### config.mk
export PLATFORM = sky130hd
export DESIGN_NAME = mem_arbiter
export DESIGN_NICKNAME = d
export VERILOG_FILES = /design/src/rtl/mem_arb_pkg.sv /design/src/rtl/mem_tag_fifo.sv /design/src/rtl/mem_arbiter.sv
export SDC_FILE = /design/constraint.sdc
export NUM_CORES = 1
export LEC_CHECK = 0
export CAP_MARGIN = 20
export CELL_PAD_IN_SITES_DETAIL_PLACEMENT = 1
export CELL_PAD_IN_SITES_GLOBAL_PLACEMENT = 1
export CORE_MARGIN = 8
export CORE_UTILIZATION = 30
export CTS_CLUSTER_SIZE = 24
export DETAILED_ROUTE_END_ITERATION = 8
export GPL_TIMING_DRIVEN = 0
export HOLD_SLACK_MARGIN = 0.05
export PLACE_DENSITY = 0.93
export SYNTH_ARGS = -nofsm -noshare
export SYNTH_HDL_FRONTEND = slang
export SYNTH_SLANG_ARGS = --single-unit
### constraint.sdc
create_clock -name clk -period 6.8 [get_ports clk]
set_input_delay 1.02 -clock clk [delete_from_list [all_inputs] [get_ports clk]]
set_output_delay 1.02 -clock clk [all_outputs]
set_load 0.005 [all_outputs]
### src/rtl/mem_arb_pkg.sv
// Shared types, default bus widths and the round-robin pick helper for the
// SDRAM request arbiter.
package mem_arb_pkg;

    localparam int unsigned MEM_ADDR_WIDTH = 24;
    localparam int unsigned MEM_DATA_WIDTH = 16;

    // rr_pick works on a fixed-width request vector; callers zero-extend.
    localparam int unsigned RR_MAX_REQ = 8;
    localparam int unsigned RR_IDX_W   = 3;

    typedef enum logic {
        IDLE  = 1'b0,
        GRANT = 1'b1
    } arb_state_e;

    // First requesting index at or after ptr, wrapping modulo num_req.
    function automatic logic [RR_IDX_W-1:0] rr_pick(
        input logic [RR_MAX_REQ-1:0] req,
        input int unsigned           num_req,
        input int unsigned           ptr
    );
        logic [RR_IDX_W-1:0] pick;
        logic                found;
        int unsigned         idx;
        pick  = '0;
        found = 1'b0;
        for (int unsigned i = 0; i < RR_MAX_REQ; i++) begin
            idx = ptr + i;
            if (idx >= num_req) begin
                idx = idx - num_req;
            end
            if (!found && (i < num_req) && req[RR_IDX_W'(idx)]) begin
                pick  = RR_IDX_W'(idx);
                found = 1'b1;
            end
        end
        return pick;
    endfunction

endpackage

### src/rtl/mem_tag_fifo.sv
// In-order FIFO of requester tags for reads issued but not yet completed.
module mem_tag_fifo
    import mem_arb_pkg::*;
#(
    parameter int unsigned TAG_W = 2,
    parameter int unsigned DEPTH = 4
) (
    input  logic                      clk,
    input  logic                      rst,
    input  logic                      i_push,
    input  logic                      i_pop,
    input  logic [TAG_W-1:0]          i_tag,
    output logic [TAG_W-1:0]          o_tag,
    output logic                      o_full,
    output logic                      o_empty,
    output logic [$clog2(DEPTH):0]    o_count
);

    localparam int unsigned PTR_W = $clog2(DEPTH);

    logic [TAG_W-1:0] r_mem [DEPTH];
    logic [PTR_W:0]   r_wr_ptr;
    logic [PTR_W:0]   r_rd_ptr;
    logic             w_do_push;
    logic             w_do_pop;

    assign o_empty   = (r_wr_ptr == r_rd_ptr);
    assign o_full    = (r_wr_ptr[PTR_W] != r_rd_ptr[PTR_W]) &&
                       (r_wr_ptr[PTR_W-1:0] == r_rd_ptr[PTR_W-1:0]);
    assign o_count   = r_wr_ptr - r_rd_ptr;
    assign o_tag     = r_mem[r_rd_ptr[PTR_W-1:0]];

    // A push while full is only legal when the head leaves the same cycle.
    assign w_do_push = i_push && (!o_full || i_pop);
    assign w_do_pop  = i_pop && !o_empty;

    always_ff @(posedge clk) begin
        if (rst) begin
            r_wr_ptr <= '0;
            r_rd_ptr <= '0;
        end else begin
            if (w_do_push) begin
                r_wr_ptr <= r_wr_ptr + 1'b1;
            end
            if (w_do_pop) begin
                r_rd_ptr <= r_rd_ptr + 1'b1;
            end
        end
    end

    always_ff @(posedge clk) begin
        if (w_do_push) begin
            r_mem[r_wr_ptr[PTR_W-1:0]] <= i_tag;
        end
    end

endmodule

### src/rtl/mem_arbiter.sv
// Round-robin arbiter sharing the mem_cntrl command port between requesters,
// with bounded bursts per grant and in-order routing of read completions.
module mem_arbiter
    import mem_arb_pkg::*;
#(
    parameter int unsigned NUM_REQ         = 3,
    parameter int unsigned ADDR_WIDTH      = MEM_ADDR_WIDTH,
    parameter int unsigned DATA_WIDTH      = MEM_DATA_WIDTH,
    parameter int unsigned BURST_MAX       = 16,
    parameter int unsigned MAX_OUTSTANDING = 4
) (
    input  logic                          clk,
    input  logic                          rst,
    input  logic [NUM_REQ*ADDR_WIDTH-1:0] req_addr,
    input  logic [NUM_REQ*DATA_WIDTH-1:0] req_data,
    input  logic [NUM_REQ-1:0]            req_r_en,
    input  logic [NUM_REQ-1:0]            req_w_en,
    output logic [NUM_REQ-1:0]            req_rdy,
    output logic [NUM_REQ-1:0]            req_cplt,
    output logic [DATA_WIDTH-1:0]         rd_data,
    output logic [ADDR_WIDTH-1:0]         mem_addr,
    output logic [DATA_WIDTH-1:0]         mem_data_in,
    output logic                          mem_r_en,
    output logic                          mem_w_en,
    input  logic [DATA_WIDTH-1:0]         mem_data_out,
    input  logic                          mem_rdy,
    input  logic                          mem_cplt,
    output logic                          err
);

    localparam int unsigned TAG_W  = $clog2(NUM_REQ);
    localparam int unsigned BCNT_W = $clog2(BURST_MAX + 1);
    localparam int unsigned CNT_W  = $clog2(MAX_OUTSTANDING) + 1;

    arb_state_e              r_state;
    logic [TAG_W-1:0]        r_grant;
    logic [TAG_W-1:0]        r_rr_ptr;
    logic [BCNT_W-1:0]       r_burst_cnt;
    logic                    r_err;
    logic [ADDR_WIDTH-1:0]   r_mem_addr;
    logic [DATA_WIDTH-1:0]   r_mem_data;
    logic                    r_mem_r_en;
    logic                    r_mem_w_en;

    logic [NUM_REQ-1:0]      w_req_vec;
    logic [TAG_W-1:0]        w_pick;
    logic [TAG_W-1:0]        w_sel;
    logic [ADDR_WIDTH-1:0]   w_sel_addr;
    logic [DATA_WIDTH-1:0]   w_sel_data;
    logic                    w_sel_w;
    logic                    w_sel_r;
    logic                    w_cmd_active;
    logic                    w_accept;
    logic                    w_push;
    logic                    w_pop;
    logic                    w_drop;
    logic                    w_burst_done;
    logic [TAG_W-1:0]        w_rr_next;
    logic [TAG_W-1:0]        w_head;
    logic                    w_fifo_full;
    logic                    w_fifo_empty;
    logic [CNT_W-1:0]        w_fifo_cnt;
    logic [CNT_W-1:0]        w_fifo_cnt_nxt;
    logic                    w_rd_room;

    assign w_req_vec  = req_r_en | req_w_en;
    assign w_pick     = TAG_W'(rr_pick(RR_MAX_REQ'(w_req_vec), NUM_REQ, 32'(r_rr_ptr)));

    // Source of the next registered command: the new winner in IDLE, else the holder.
    assign w_sel      = (r_state == IDLE) ? w_pick : r_grant;
    assign w_sel_addr = req_addr[32'(w_sel)*ADDR_WIDTH +: ADDR_WIDTH];
    assign w_sel_data = req_data[32'(w_sel)*DATA_WIDTH +: DATA_WIDTH];
    assign w_sel_w    = req_w_en[w_sel];
    assign w_sel_r    = req_r_en[w_sel] && !w_sel_w;

    assign w_cmd_active = r_mem_r_en || r_mem_w_en;
    assign w_accept     = mem_rdy && w_cmd_active;
    assign w_push       = w_accept && r_mem_r_en;
    assign w_pop        = mem_cplt && !w_fifo_empty;

    assign w_drop       = !(req_r_en[r_grant] || req_w_en[r_grant]);
    assign w_burst_done = w_accept && (r_burst_cnt == BCNT_W'(BURST_MAX - 1));
    assign w_rr_next    = (r_grant == TAG_W'(NUM_REQ - 1)) ? '0 : r_grant + 1'b1;

    // Look ahead to next-cycle occupancy so a registered read never overfills the FIFO.
    assign w_fifo_cnt_nxt = w_fifo_cnt + CNT_W'(w_push) - CNT_W'(w_pop);
    assign w_rd_room      = (w_fifo_cnt_nxt < CNT_W'(MAX_OUTSTANDING));

    assign req_rdy     = w_accept ? (NUM_REQ'(1) << r_grant) : '0;
    assign req_cplt    = w_pop ? (NUM_REQ'(1) << w_head) : '0;
    assign rd_data     = mem_data_out;
    assign mem_addr    = r_mem_addr;
    assign mem_data_in = r_mem_data;
    assign mem_r_en    = r_mem_r_en;
    assign mem_w_en    = r_mem_w_en;
    assign err         = r_err;

    mem_tag_fifo #(
        .TAG_W (TAG_W),
        .DEPTH (MAX_OUTSTANDING)
    ) u_tag_fifo (
        .clk     (clk),
        .rst     (rst),
        .i_push  (w_push),
        .i_pop   (w_pop),
        .i_tag   (r_grant),
        .o_tag   (w_head),
        .o_full  (w_fifo_full),
        .o_empty (w_fifo_empty),
        .o_count (w_fifo_cnt)
    );

    always_ff @(posedge clk) begin
        if (rst) begin
            r_state     <= IDLE;
            r_grant     <= '0;
            r_rr_ptr    <= '0;
            r_burst_cnt <= '0;
            r_err       <= 1'b0;
            r_mem_addr  <= '0;
            r_mem_data  <= '0;
            r_mem_r_en  <= 1'b0;
            r_mem_w_en  <= 1'b0;
        end else begin
            if ((mem_cplt && w_fifo_empty) || (mem_rdy && !w_cmd_active) ||
                (w_push && w_fifo_full && !w_pop)) begin
                r_err <= 1'b1;
            end
            case (r_state)
                IDLE: begin
                    r_mem_r_en <= 1'b0;
                    r_mem_w_en <= 1'b0;
                    if (|w_req_vec) begin
                        r_state    <= GRANT;
                        r_grant    <= w_pick;
                        r_mem_addr <= w_sel_addr;
                        r_mem_data <= w_sel_data;
                        r_mem_w_en <= w_sel_w;
                        r_mem_r_en <= w_sel_r && w_rd_room;
                    end
                end
                GRANT: begin
                    if (w_accept) begin
                        r_burst_cnt <= r_burst_cnt + 1'b1;
                    end
                    if (w_drop || w_burst_done) begin
                        r_state     <= IDLE;
                        r_mem_r_en  <= 1'b0;
                        r_mem_w_en  <= 1'b0;
                        r_rr_ptr    <= w_rr_next;
                        r_burst_cnt <= '0;
                    end else begin
                        r_mem_addr <= w_sel_addr;
                        r_mem_data <= w_sel_data;
                        r_mem_w_en <= w_sel_w;
                        r_mem_r_en <= w_sel_r && w_rd_room;
                    end
                end
                default: begin
                    r_state    <= IDLE;
                    r_mem_r_en <= 1'b0;
                    r_mem_w_en <= 1'b0;
                end
            endcase
        end
    end

endmodule

Word-level counts from Yosys, hierarchy flattened

Memory sizes are Yosys's and may differ from the RTL's. A register that Yosys moved wholly into a read port is not among the register bits.
Cells that the tools add are included.

Memory bits (writable): 8
Register bits after elaboration: 59
Memories: 1
Output and inout port bits: 65
Bits of input ports: 146

Multiply operators: 1
Mux-type cells: 47
$add $sub $neg: 12
Equality and inequality tests: 7
Shift-type cells: 4
Bitwise logic cells: 2
Reductions and logical operators: 35
$lt $le $gt $ge: 9

Memory list:

| name             | depth | width | rd ports | clocked after memory_dff | wr ports | RTL line           | text |
|---|---|---|---|---|---|---|---|
| u_tag_fifo.r_mem | 4     | 2     | 1        | 1                        | 1        | mem_tag_fifo.sv:21 | `logic [TAG_W-1:0] r_mem [DEPTH];` |

Operator list:

| cell                  | count |
|---|---|
| $shiftx A72 B8 Y24    | 1 |
| $mux W24              | 2 |
| $pmux W24 S2          | 1 |
| $shiftx A48 B7 Y16    | 1 |
| $mux W16              | 2 |
| $pmux W16 S2          | 1 |
| $mux W1               | 17 |
| $logic_and A1 B1 Y1   | 15 |
| $mux W3               | 5 |
| $mux W2               | 7 |
| $lt A3 B4 Y1 const B  | 3 |
| $mux W5               | 2 |
| $bmux W1 S3           | 3 |
| $bmux W1 S2           | 4 |
| $logic_not A1 Y1      | 8 |
| $reduce_and A2 Y1     | 4 |
| $add A3 B1 Y3 const B | 2 |
| $ge A3 B2 Y1 const B  | 2 |
| $logic_or A1 B1 Y1    | 6 |
| $lt A2 B3 Y1 const B  | 2 |
| $pmux W1 S2           | 3 |
| $shl A1 B2 Y3 const A | 2 |
| $sub A3 B2 Y3 const B | 2 |
| $add A5 B1 Y5 const B | 1 |
| other kinds (21)      | 21 |

Longest topological paths before layout

Gate-level depths: netlist of the first run.

Depth after elaboration: 19
Depth in mapped cells: 12

Cells and area by module

Synthesis of the first run repeated with hierarchy kept, for this count alone.

Cells, all modules: 537
Area total of the unflattened synthesis: 4466.8 um^2

Modules (own cells, without submodules):

| module       | cells an instance | sequential area each (um^2) | instances | area each (um^2) |
|---|---|---|---|---|
| mem_arbiter  | 472               | 1061.0                      | 1         | 3661.0 |
| mem_tag_fifo | 65                | 400.4                       | 1         | 805.8 |

Worst setup path after synthesis of the first run

Ideal clock, no wire load.

Kind: input to register
From: input port req_r_en[1]
To: register r_mem_addr[18], in the netlist mem_addr[18]
Setup time: 0.126 ns
Stages: 9
Path buffers: 2
Setup slack: 4.098 ns
Arrival time: 2.576 ns
Data required time: 6.674 ns
Cell sequence: or2_2 -> and4_1 -> o211a_1 -> a221o_2 -> and2_4 -> buf_6 -> buf_6 -> a22oi_1 -> o21ai_0

Word-level cells in the longest chain between the ends: 15
Elaborated cells on any way between the ends: 31
Classes of those cells: mul: 1; eq/ne: 2; shift: 1; mux: 17; bitwise: 1; reduce/logical: 9

RTL lines:

| element                            | RTL line                               | text |
|---|---|---|
| start: declaration                 | mem_arbiter.sv:16                      | `input logic [NUM_REQ-1:0] req_r_en,` |
| $or A3 B3 Y3                       | mem_arbiter.sv:66                      | `assign w_req_vec = req_r_en \| req_w_en;` |
| $bmux W1 S3                        | mem_arb_pkg.sv:33                      | `if (!found && (i < num_req) && req[RR_IDX_W'(idx)]) begin` |
| $mux W1 (not written as such)      | mem_arb_pkg.sv:33                      |  |
| $mux W1                            | mem_arb_pkg.sv:33                      |  |
| $logic_not A1 Y1                   | mem_arb_pkg.sv:33                      |  |
| $logic_and A1 B1 Y1                | mem_arb_pkg.sv:33                      |  |
| $mux W1                            | mem_arb_pkg.sv:33                      |  |
| $logic_not A1 Y1                   | mem_arb_pkg.sv:33                      |  |
| $logic_and A1 B1 Y1                | mem_arb_pkg.sv:33                      |  |
| $mux W2                            | mem_arb_pkg.sv:33                      |  |
| $mux W2                            | mem_arbiter.sv:70                      | `assign w_sel = (r_state == IDLE) ? w_pick : r_grant;` |
| $mul A2 B2 Y4                      | mem_arbiter.sv:71                      | `assign w_sel_addr = req_addr[32'(w_sel)*ADDR_WIDTH +: ADDR_WIDTH];` |
| $shiftx A72 B8 Y24                 | mem_arbiter.sv:71                      |  |
| $mux W24, on equally long branches | mem_arbiter.sv:146, mem_arbiter.sv:133 |  |
| $pmux W24 S2                       | mem_arbiter.sv:129                     | `case (r_state)` |
| end signal: assignment             | mem_arbiter.sv:136                     | `r_mem_addr <= w_sel_addr;` |
| end signal: assignment             | mem_arbiter.sv:153                     | `r_mem_addr <= w_sel_addr;` |
| end: declaration                   | mem_arbiter.sv:40                      | `logic [ADDR_WIDTH-1:0] r_mem_addr;` |

Parallel ways exist; a longest one is shown, timed or not. The select of a mux whose other input is x is not followed.
A chain may end at the register's enable or synchronous reset.

Worst setup path after layout of the first run

From: input port mem_rdy
To: output port req_rdy[1]

Word-level cells in the longest chain between the ends: 2

RTL lines:

| element             | RTL line          | text |
|---|---|---|
| start: declaration  | mem_arbiter.sv:26 | `input logic mem_rdy,` |
| $logic_and A1 B1 Y1 | mem_arbiter.sv:77 | `assign w_accept = mem_rdy && w_cmd_active;` |
| $mux W3             | mem_arbiter.sv:89 | `assign req_rdy = w_accept ? (NUM_REQ'(1) << r_grant) : '0;` |
| end: declaration    | mem_arbiter.sv:18 | `output logic [NUM_REQ-1:0] req_rdy,` |

No other way between the ends.

==> summary.md, run 1 <==
| Metric | Value |
|---|---|
| Status | `completed` |
| Setup Buffers After CTS | `0` |
| Mapped Area | `approximately 3700 um^2` |
| 1st-iter DRT viols | `roughly 80` |
| Vias in the first global route | `approximately 4300` |
| Die area | `about 16000 um^2` |
| Tot GR Track Use | `17.4%` |
| DRC errors left | `0` |
| Number of I/O port buffers | `approximately 190` |
| Ports | `between 200 and 250` |
| DP HPWL | `about 12000 um` |
| Final setup viols | `0` |
| Root Driver | `clkbuf_16` |
| Inserted Diodes | `0` |
| Tcrit/Tclk final | `between 50% and 60%` |
| H-Tree Depth | `3` |
| Via count | `3686` |
| LEAKAGE | `2.50 nW` |
| P&R area growth vs syn | `66.7%` |
| Syn. warnings | `0` |
| Met3 usage | `~6.2%` |
| Final WS setup | `between 3 and 4 ns` |
| Cell count after synthesis | `between 300 and 400` |
| Sink Count | `slightly below 70` |
| Chip height | `approximately 130 um` |
| Nets | `between 700 and 800` |
| Overall routed net length | `approximately 14000 um` |
| Startpoint types | `input pin` |
| Fmax | `around 270 MHz` |
| Initial Util | `slightly above 30%` |
| Arrival time worst endpoint | `2.71 ns` |
| Most common cell after layout, fill and taps aside | `clkdlybuf4s50_1` |
| Met2 Usage GRT | `about 34%` |
| FF-to-FF setup slack | `3.98 ns` |
| Sequential area share after synthesis | `roughly two fifths` |
| Slew Limit Fails | `0` |
| Synth Flop Type | `dfxtp_1` |
| TritonCTS Buffers | `9` |
| Clock-pin slew on the worst setup and hold paths | `approximately 0.050 ns` |
| Number of flops mapped to enable cells by yosys | `8` |
| Max Fanout on Critical Path | `4` |
| Crit Reg-Reg Endpoint | `mem_addr[23]` |
| Most area-consuming cells after synthesis | `dfxtp_1 (33%), mux2i_1 (11%), a22oi_1 (8.2%)` |
| Number of cell rows | `40` |
| Routed Antenna Nets | `0` |
| GRT met1 Usage | `between 15 and 20%` |
| Most frequent cells in the layout | `clkdlybuf4s50_1 (193), dfxtp_1 (61), mux2i_1 (40), a22oi_1 (40), nor2_1 (34)` |
| FF-to-FF path depth | `12` |
| CTS tree | `done` |
| Final Hold Fails | `0` |
| RSZ-0062 raised after global routing | `false` |
| Layout cells sized above 1 | `around a tenth` |
| Post-placement setup slack | `between 3 and 4 ns` |
| Least-Margin Pin Slew | `roughly 0.6 ns` |
| Worst Setup SP | `mem_rdy` |
| # hold bufs at CTS | `0` |
| DRT Pass-1 Iters | `4` |
| Final setup skew | `about 0.012 ns` |
| Skew-Pair Late Insertion Delay | `~0.33 ns` |
| Hold path cells | `2` |
| Synth unique cells | `50` |
| Final Total Pwr | `roughly 1.4 mW` |
| PostCTS Resize Cnt | `0` |
| Syn Nets | `540` |
| RePlAce Congestion | `about 0.84` |
| Req. time, crit path | `5.78 ns` |
| First-pass GRT wire length | `about 22000 um` |
| Peak VDD IR | `about 0.15 mV` |
| Pwr dens | `approximately 220 nW/um^2` |
| Initial antenna violation count | `0` |
| Final setup TNS | `0 ns` |
| Max Cap Viol | `0` |
| Yosys top cell area share | `between 30% and 40%` |
| Pin count of the biggest net entering global routing | `13` |
| CP Class | `in -> out` |
| Tmin final | `between 3 and 4 ns` |
| Class of the worst hold path | `reg -> reg` |
| Crit. End Element | `primary output` |
| Global route overflow | `0` |
| Synthesized area per cell | `roughly 9.7 um^2` |
| Critical Path End | `req_rdy[1]` |
| Vias per std cell | `around 5.0` |
| Asr flop ratio synth | `0%` |
| Cell taking the most area after synthesis | `dfxtp_1` |
| CTS Buffer Depth | `2` |
| Reg2Reg Launch Point | `r_rr_ptr[1]` |
| Die width | `127 um` |
| Core region area | `between 10000 and 15000 um^2` |
| FF+latch count, synth | `69` |
| Grt peak-use layer | `met2` |
| Post-DR wirelength/cell | `roughly 20 um` |
| Slew HR | `59.7%` |
final cells by class:
cell class	count	area [um^2]
timing repair buffer	193	1930
clock inverter	6	111
clock buffer	10	229
sequential	69	1460
multi-input combinational	262	1920
fill	1326	5870
inverter	10	37.5
tap	147	184
buffer	38	260
critical path, stage by stage:
cell	delay, ns
clkdlybuf4s50_1	0.55
o21ai_0	0.23
nor3b_1	0.34
clkdlybuf4s50_1	0.57
where the power goes:
| part | internal, mW | total, mW | switching [mW] |
|---|---|---|---|
| combinational | 0.213 | 0.356 | 0.143 |
| clock | 0.358 | 0.535 | 0.177 |
| sequential | 0.455 | 0.482 | 0.0273 |
synth_stat cells (2+ instances only):
master,number
a21oi_1,10
a221oi_1,3
a22oi_1,40
a31o_2,2
a31oi_1,3
and2_1,4
and3_1,2
buf_2,7
buf_4,17
buf_6,6
clkbuf_1,8
dfxtp_1,61
edfxtp_1,8
fa_1,2
ha_1,13
inv_1,10
mux2_2,4
mux2i_1,40
mux4_2,2
nand2_1,8
nand2b_1,2
nand3_1,2
nand4_1,2
nor2_1,34
nor2b_1,3
nor3_1,8
nor3b_1,5
nor4_1,2
o211ai_1,2
o21ai_0,32
o21ai_1,8
xnor2_1,8
xor2_1,4
stage by stage:
stage / utilization, % / instances / cell area (um^2) / hold slack (ns)
2_1_floorplan: - / 379 / 3680 / 0.458
3_3_place_gp: 48.3 / 719 / 5800 / 0.459
3_5_place_dp: 48.3 / 719 / 5800 / 0.475
4_1_cts: 51.1 / 735 / 6140 / 0.488
5_1_grt: 51.1 / 735 / 6140 / 0.519
6_report: 51.1 / 735 / 6140 / 0.482
sequential cells by signal, summed over array words and instances, names as in the netlist, 2 cells and up, named ones only:
name                 flops
mem_addr                24
mem_data_in             16
r_burst_cnt              5
r_grant                  2
r_rr_ptr                 2
u_tag_fifo.r_mem         8
u_tag_fifo.r_rd_ptr      3
u_tag_fifo.r_wr_ptr      3
cell families (layout without fill, tap and decap cells):
family	Yosys count	in the layout	share of synthesized area, %
XOR/XNOR	12	12	2.85
flip-flops	69	69	39.7
AND/OR/NAND/NOR	81	81	11.3
AO/OA/AOI/OAI	108	108	19.3
adder cells (fa/ha/maj)	15	15	5.50
buffers and inverters	48	257	8.09
multiplexers	46	46	13.3
routing by layer:
metal  vias up  routed length [um]
met5         -                   0
met3        22                1070
met4         0                 280
li1       1774                   -
met2       125                7760
met1      1765                5190
how the worst min path moves through the flow:
stage | start | endpoint | slack (ns)
finish | err | err | 0.48
CTS | err | err | 0.49
detailed placement | err | err | 0.47
global placement | err | err | 0.46
global route | err | err | 0.52
floorplan | r_grant[1] | u_tag_fifo.r_mem[0][1] | 0.46
(Power assumes the default switching activity.)
==> run 2: changes to the inputs <==
--- a/config.mk
+++ b/config.mk
@@ -9,12 +9,12 @@
 export CELL_PAD_IN_SITES_DETAIL_PLACEMENT = 1
 export CELL_PAD_IN_SITES_GLOBAL_PLACEMENT = 1
 export CORE_MARGIN = 8
-export CORE_UTILIZATION = 30
+export CORE_UTILIZATION = 27
 export CTS_CLUSTER_SIZE = 24
 export DETAILED_ROUTE_END_ITERATION = 8
 export GPL_TIMING_DRIVEN = 0
 export HOLD_SLACK_MARGIN = 0.05
-export PLACE_DENSITY = 0.93
+export PLACE_DENSITY = 0.86
 export SYNTH_ARGS = -nofsm -noshare
 export SYNTH_HDL_FRONTEND = slang
 export SYNTH_SLANG_ARGS = --single-unit
==> constraint.sdc (replaced) <==
create_clock -name clk -period 3.6 [get_ports clk]
set_input_delay 0.54 -clock clk [delete_from_list [all_inputs] [get_ports clk]]
set_output_delay 0.54 -clock clk [all_outputs]
set_load 0.005 [all_outputs]
==> summary.md, run 2 (same netlist as run 1, synthesis figures left out) <==
| Metric | Value |
|---|---|
| Ports | `211 (unchanged)` |
| # hold bufs at CTS | `0 (unchanged)` |
| Startpoint types | `input pin` |
| Die area | `17600 um^2 (+9.7%)` |
| Switch Pwr | `0.637 mW (+84%)` |
| Final WS setup | `0.675 ns (-2.40 ns)` |
| Pint | `1.85 mW (+81%)` |
| Final Hold Fails | `0 (unchanged)` |
| Least-Margin Pin Slew | `0.583 ns (-0.0222 ns)` |
| Initial Util | `27.7% (-3.0 points)` |
| H-Tree Depth | `3 (unchanged)` |
| 1st-iter DRT viols | `129 (+59%)` |
| RePlAce Congestion | `0.829 (-1.3%)` |
| Seq pwr share | `36.7% (+1.6 points)` |
| P&R area growth vs syn | `66.9%` |
| Final setup skew | `0.00819 ns (-0.00343 ns)` |
| Global route overflow | `0 (unchanged)` |
| Post-DR wirelength/cell | `18.4 um (-5.6%)` |
| Placed cells | `748 (+4.0%)` |
| Clock power share | `36.5% (-2.5 points)` |
| Status | `completed` |
| Root Driver | `clkbuf_16` |
| Arrival time worst endpoint | `3.17 ns (+0.46 ns)` |
| Skew-Pair Late Insertion Delay | `0.33 ns (about the same)` |
| Die width | `133 um (+4.7%)` |
| Pin count of the biggest net entering global routing | `12 (-1)` |
| Most common cell after layout, fill and taps aside | `clkdlybuf4s50_1` |
| Fillcell total | `1513 (+14%)` |
| Post-placement setup slack | `0.335 ns (-2.72 ns)` |
| Slew HR | `61.2% (+1.5 points)` |
| Vias in the first global route | `4267 (-1.8%)` |
| Class of the worst hold path | `reg -> reg` |
| Layout cells sized above 1 | `10.0% (+0.17 points)` |
| Switching portion of total power | `25.6% (+0.30 points)` |
| Share of total power in combinational logic | `26.8% (+0.9 points)` |
| Number of I/O port buffers | `193 (unchanged)` |
| Sink Count | `69 (unchanged)` |
| Final setup TNS | `0 ns (unchanged)` |
| Nets | `744 (unchanged)` |
| FF-to-FF path depth | `11 (-1)` |
| Max Fanout on Critical Path | `10 (+6)` |
| Clock-pin slew on the worst setup and hold paths | `0.05 ns (about the same)` |
| Inserted Diodes | `0 (unchanged)` |
| Design area | `6150 um^2 (+0.14%)` |
| Placed cell area | `5830 um^2 (+0.63%)` |
| First-pass GRT wire length | `21900 um (-2.0%)` |
| DRC errors left | `0 (unchanged)` |
| DP HPWL | `11700 um (-1.6%)` |
| Hold path cells | `2 (unchanged)` |
| Fmax | `around 340 MHz` |
| Number of cell rows | `42 (+5.0%)` |
| Req. time, crit path | `3.85 ns (-1.93 ns)` |
| LEAKAGE | `2.49 nW (-0.50%)` |
| Tcrit/Tclk final | `between 80% and 90%` |
| Slew Limit Fails | `0 (unchanged)` |
| CTS Buffer Depth | `2 (unchanged)` |
| Tot GR Track Use | `15.5% (-1.9 points)` |
| Tmin final | `2.92 ns` |
| Final Total Pwr | `2.49 mW (+81%)` |
| CP Class | `in -> reg` |
| Final setup viols | `0 (unchanged)` |
| Initial antenna violation count | `0 (unchanged)` |
| Max Cap Viol | `0 (unchanged)` |
| Routed Antenna Nets | `0 (unchanged)` |
| Via count | `3710 (+0.65%)` |
| Core region area | `13300 um^2 (+11%)` |
| CTS tree | `done` |
| TritonCTS Buffers | `9 (unchanged)` |
| Peak VDD IR | `0.224 mV (+47%)` |
| Setup Buffers After CTS | `0 (unchanged)` |
| Overall routed net length | `14000 um (-1.9%)` |
| Vias per std cell | `4.86 (-3.2%)` |
| PostCTS Resize Cnt | `0 (unchanged)` |
| Pwr dens | `405 nW/um^2 (+81%)` |
| Crit. End Element | `flip-flop` |
| Post-Layout Cell Count | `764 (+3.9%)` |
| Largest register FFs | `24 (unchanged)` |
| DRT Pass-1 Iters | `4 (unchanged)` |
| RSZ-0062 raised after global routing | `false` |
| Most frequent cells in the layout | `clkdlybuf4s50_1 (193), dfxtp_1 (61), mux2i_1 (40), a22oi_1 (40), nor2_1 (34)` |
| Chip height | `133 um (+4.7%)` |
-- run 2: cell type report --
type                       instances  area [um^2]  share of cell area [%]
timing repair buffer             193         1930                    31.4
multi-input combinational        262         1920                    31.3
sequential                        69         1460                    23.8
clock buffer                      13          270                    4.40
buffer                            38          260                    4.23
tap                              176          220                    3.58
clock inverter                     3         42.5                   0.692
inverter                          10         37.5                   0.611
-- run 2: routing by layer --
metal / routed length (um) / global-route usage (%)
met5: 0 / 0
met4: 280 / 5.43
met3: 1180 / 6.62
met2: 7550 / 29.4
met1: 5020 / 14.3
-- run 2: power by group through the flow --
stage	sequential [mW]	combinational (mW)	clock [mW]
2_1_floorplan	0.924	0.269	0
3_3_place_gp	0.923	0.652	0
3_5_place_dp	0.930	0.674	0
4_1_cts	0.915	0.680	0.935
5_1_grt	0.923	0.723	0.965
6_report	0.913	0.667	0.910
-- run 2: stage by stage --
| stage | hold WS, ns | utilization, % |
|---|---|---|
| after floorplan | 0.458 | - |
| after global placement | 0.465 | 43.9 |
| after detailed placement | 0.483 | 43.9 |
| after CTS | 0.495 | 46.2 |
| after global routing | 0.528 | 46.2 |
| final | 0.486 | 46.2 |
-- run 2: path summary, 6_finish.rpt --
path,to,slack (ns),startpoint
setup reg to reg,mem_data_in[14],0.80,r_rr_ptr[0]
hold reg to reg,mem_addr[15],0.49,mem_addr[15]
hold / removal,mem_addr[15],0.49,mem_addr[15]
setup / recovery,mem_addr[18],0.68,req_w_en[2]
-- run 2: critical path, stage by stage --
cell and delay (ns):
clkdlybuf4s50_1 0.46, nor2_1 0.38, o32ai_2 0.20, nand3_1 0.13, nand2_1 0.11, nor2_1 0.15, clkbuf_1 0.48, clkbuf_1 0.44
a22oi_1 0.17, o21ai_0 0.10
==> run 3: changes to the inputs <==
==> constraint.sdc (replaced) <==
create_clock -name clk -period 3 [get_ports clk]
set_input_delay 0.45 -clock clk [delete_from_list [all_inputs] [get_ports clk]]
set_output_delay 0.45 -clock clk [all_outputs]
set_load 0.005 [all_outputs]
==> summary.md, run 3 (same netlist as run 1, synthesis figures left out) <==
| Metric | Value |
|---|---|
| RePlAce Congestion | `0.829 (unchanged)` |
| Largest register FFs | `24 (unchanged)` |
| Slew HR | `61.2% (unchanged)` |
| Post-placement setup slack | `-0.175 ns (-0.510 ns)` |
| Max Fanout on Critical Path | `10 (unchanged)` |
| Global route overflow | `0 (unchanged)` |
| Die area | `17600 um^2 (unchanged)` |
| Root Driver | `clkbuf_16` |
| Most common cell after layout, fill and taps aside | `clkdlybuf4s50_1` |
| Skew-Pair Late Insertion Delay | `0.33 ns (about the same)` |
| Peak VDD IR | `0.269 mV (+20%)` |
| Ports | `211 (unchanged)` |
| Vias in the first global route | `4267 (unchanged)` |
| Hold_ws | `0.486 ns (unchanged)` |
| Final setup viols | `0 (unchanged)` |
| Pint | `2.23 mW (+20%)` |
| Tcrit/Tclk final | `93.2%` |
| DP HPWL | `11700 um (unchanged)` |
| Fillcell total | `1513 (unchanged)` |
| Class of the worst hold path | `reg -> reg` |
| Switching portion of total power | `25.6% (about the same)` |
| Core region area | `13300 um^2 (unchanged)` |
| Final Total Pwr | `2.99 mW (+20%)` |
| Vias per std cell | `4.85 (about the same)` |
| Clock-pin slew on the worst setup and hold paths | `0.05 ns (about the same)` |
| Seq pwr share | `36.7% (about the same)` |
| CTS Buffer Depth | `2 (unchanged)` |
| DRT Pass-1 Iters | `4 (unchanged)` |
| Max Cap Viol | `0 (unchanged)` |
| Least-Margin Pin Slew | `0.583 ns (unchanged)` |
| Tot GR Track Use | `15.5% (unchanged)` |
| Post-DR wirelength/cell | `18.4 um (about the same)` |
| Sink Count | `69 (unchanged)` |
| Final WS setup | `0.203 ns (-0.472 ns)` |
| Initial Util | `27.7% (unchanged)` |
| Switch Pwr | `0.765 mW (+20%)` |
| Number of I/O port buffers | `193 (unchanged)` |
| RSZ-0062 raised after global routing | `false` |
| Req. time, crit path | `3.19 ns (-0.66 ns)` |
| H-Tree Depth | `3 (unchanged)` |
| Slew Limit Fails | `0 (unchanged)` |
| Arrival time worst endpoint | `2.99 ns (-0.18 ns)` |
| Most frequent cells in the layout | `clkdlybuf4s50_1 (193), dfxtp_1 (60), mux2i_1 (40), a22oi_1 (40), nor2_1 (34)` |
| CP Class | `reg -> reg` |
| Share of total power in combinational logic | `26.8% (about the same)` |
| First-pass GRT wire length | `21900 um (unchanged)` |
| Clock power share | `36.5% (about the same)` |
| Status | `completed` |
| 1st-iter DRT viols | `131 (+1.6%)` |
| Placed cells | `748 (unchanged)` |
| Initial antenna violation count | `0 (unchanged)` |
| Startpoint types | `flip-flop` |
| Chip height | `133 um (unchanged)` |
| Fmax | `358 MHz` |
| Final Hold Fails | `0 (unchanged)` |
| Pwr dens | `486 nW/um^2 (+20%)` |
| Final setup skew | `0.00819 ns (unchanged)` |
| P&R area growth vs syn | `67.0% (about the same)` |
| LEAKAGE | `2.49 nW (+0.15%)` |
| Crit. End Element | `flip-flop` |
| Die width | `133 um (unchanged)` |
| Inserted Diodes | `0 (unchanged)` |
| Overall routed net length | `14000 um (about the same)` |
| DRC errors left | `0 (unchanged)` |
| # hold bufs at CTS | `0 (unchanged)` |
| Routed Antenna Nets | `0 (unchanged)` |
| Via count | `3709 (-0.027%)` |
| Number of cell rows | `42 (unchanged)` |
| Layout cells sized above 1 | `10.4% (+0.34 points)` |
| Post-Layout Cell Count | `764 (unchanged)` |
| TritonCTS Buffers | `9 (unchanged)` |
| Pin count of the biggest net entering global routing | `12 (unchanged)` |
| Tmin final | `between 2 and 3 ns` |
| CTS tree | `done` |
| Nets | `744 (unchanged)` |
==> run 3: cell counts in the layout (fill, tap and decap cells not counted) <==
No cell type changed its count.
==> run 3: final cells by class <==
cell class | instances | area [um^2] | share of cell area (%)
plain buffers | 38 | 262 | 4.25
clock buffers | 13 | 270 | 4.39
clock inverters | 3 | 42.5 | 0.692
inverters | 10 | 37.5 | 0.610
multi-input cells | 262 | 1920 | 31.3
flip-flops and latches | 69 | 1460 | 23.8
well taps | 176 | 220 | 3.58
repair buffers | 193 | 1930 | 31.4
==> run 3: stage by stage <==
step / instance area (um^2) / setup TNS (ns) / util, %
2_1_floorplan: 3680 / 0 / -
3_3_place_gp: 5830 / -0.580 / 43.9
4_1_cts: 6150 / 0 / 46.2
5_1_grt: 6150 / 0 / 46.3
3_5_place_dp: 5830 / -2.72 / 43.9
6_report: 6150 / 0 / 46.3
==> run 3: repair_timing <==
item                                    4_1_cts  5_1_grt
resized for setup                             0        3
hold endpoints to repair                      0        0
endpoints found under the setup margin        0       21
setup buffers                                 0        0
==> run 3: worst paths after layout <==
check	from	end	slack, ns	depth (start not counted)
worst min register to register	mem_addr[15]	mem_addr[15]	0.49	2
worst max register to register	r_rr_ptr[0]	mem_data_in[14]	0.20	11
worst max-delay path	r_rr_ptr[0]	mem_data_in[14]	0.20	11
worst min-delay path	mem_addr[15]	mem_addr[15]	0.49	2
==> run 3: routing by layer <==
| layer | routed length [um] | track usage [%] |
|---|---|---|
| met1 | 5010 | 14.3 |
| met2 | 7550 | 29.4 |
| met3 | 1180 | 6.62 |
| met4 | 280 | 5.43 |
| met5 | 0 | 0 |
==> run 3: worst max-delay path, cell delays in order (launching register included) <==
cell,delay (ns)
dfxtp_1,0.36
inv_1,0.09
ha_1,0.28
ha_1,0.26
nor2_1,0.14
nor2b_1,0.06
or3_1,0.37
a31o_2,0.26
buf_2,0.17
buf_2,0.23
a221oi_1,0.37
nor3_1,0.08
==> run 3: power groups by stage <==
stage	sequential, mW	combinational [mW]	clock, mW
floorplan	1.11	0.323	0
global placement	1.11	0.782	0
detailed placement	1.12	0.809	0
CTS	1.10	0.816	1.12
global route	1.11	0.868	1.16
finish	1.10	0.801	1.09
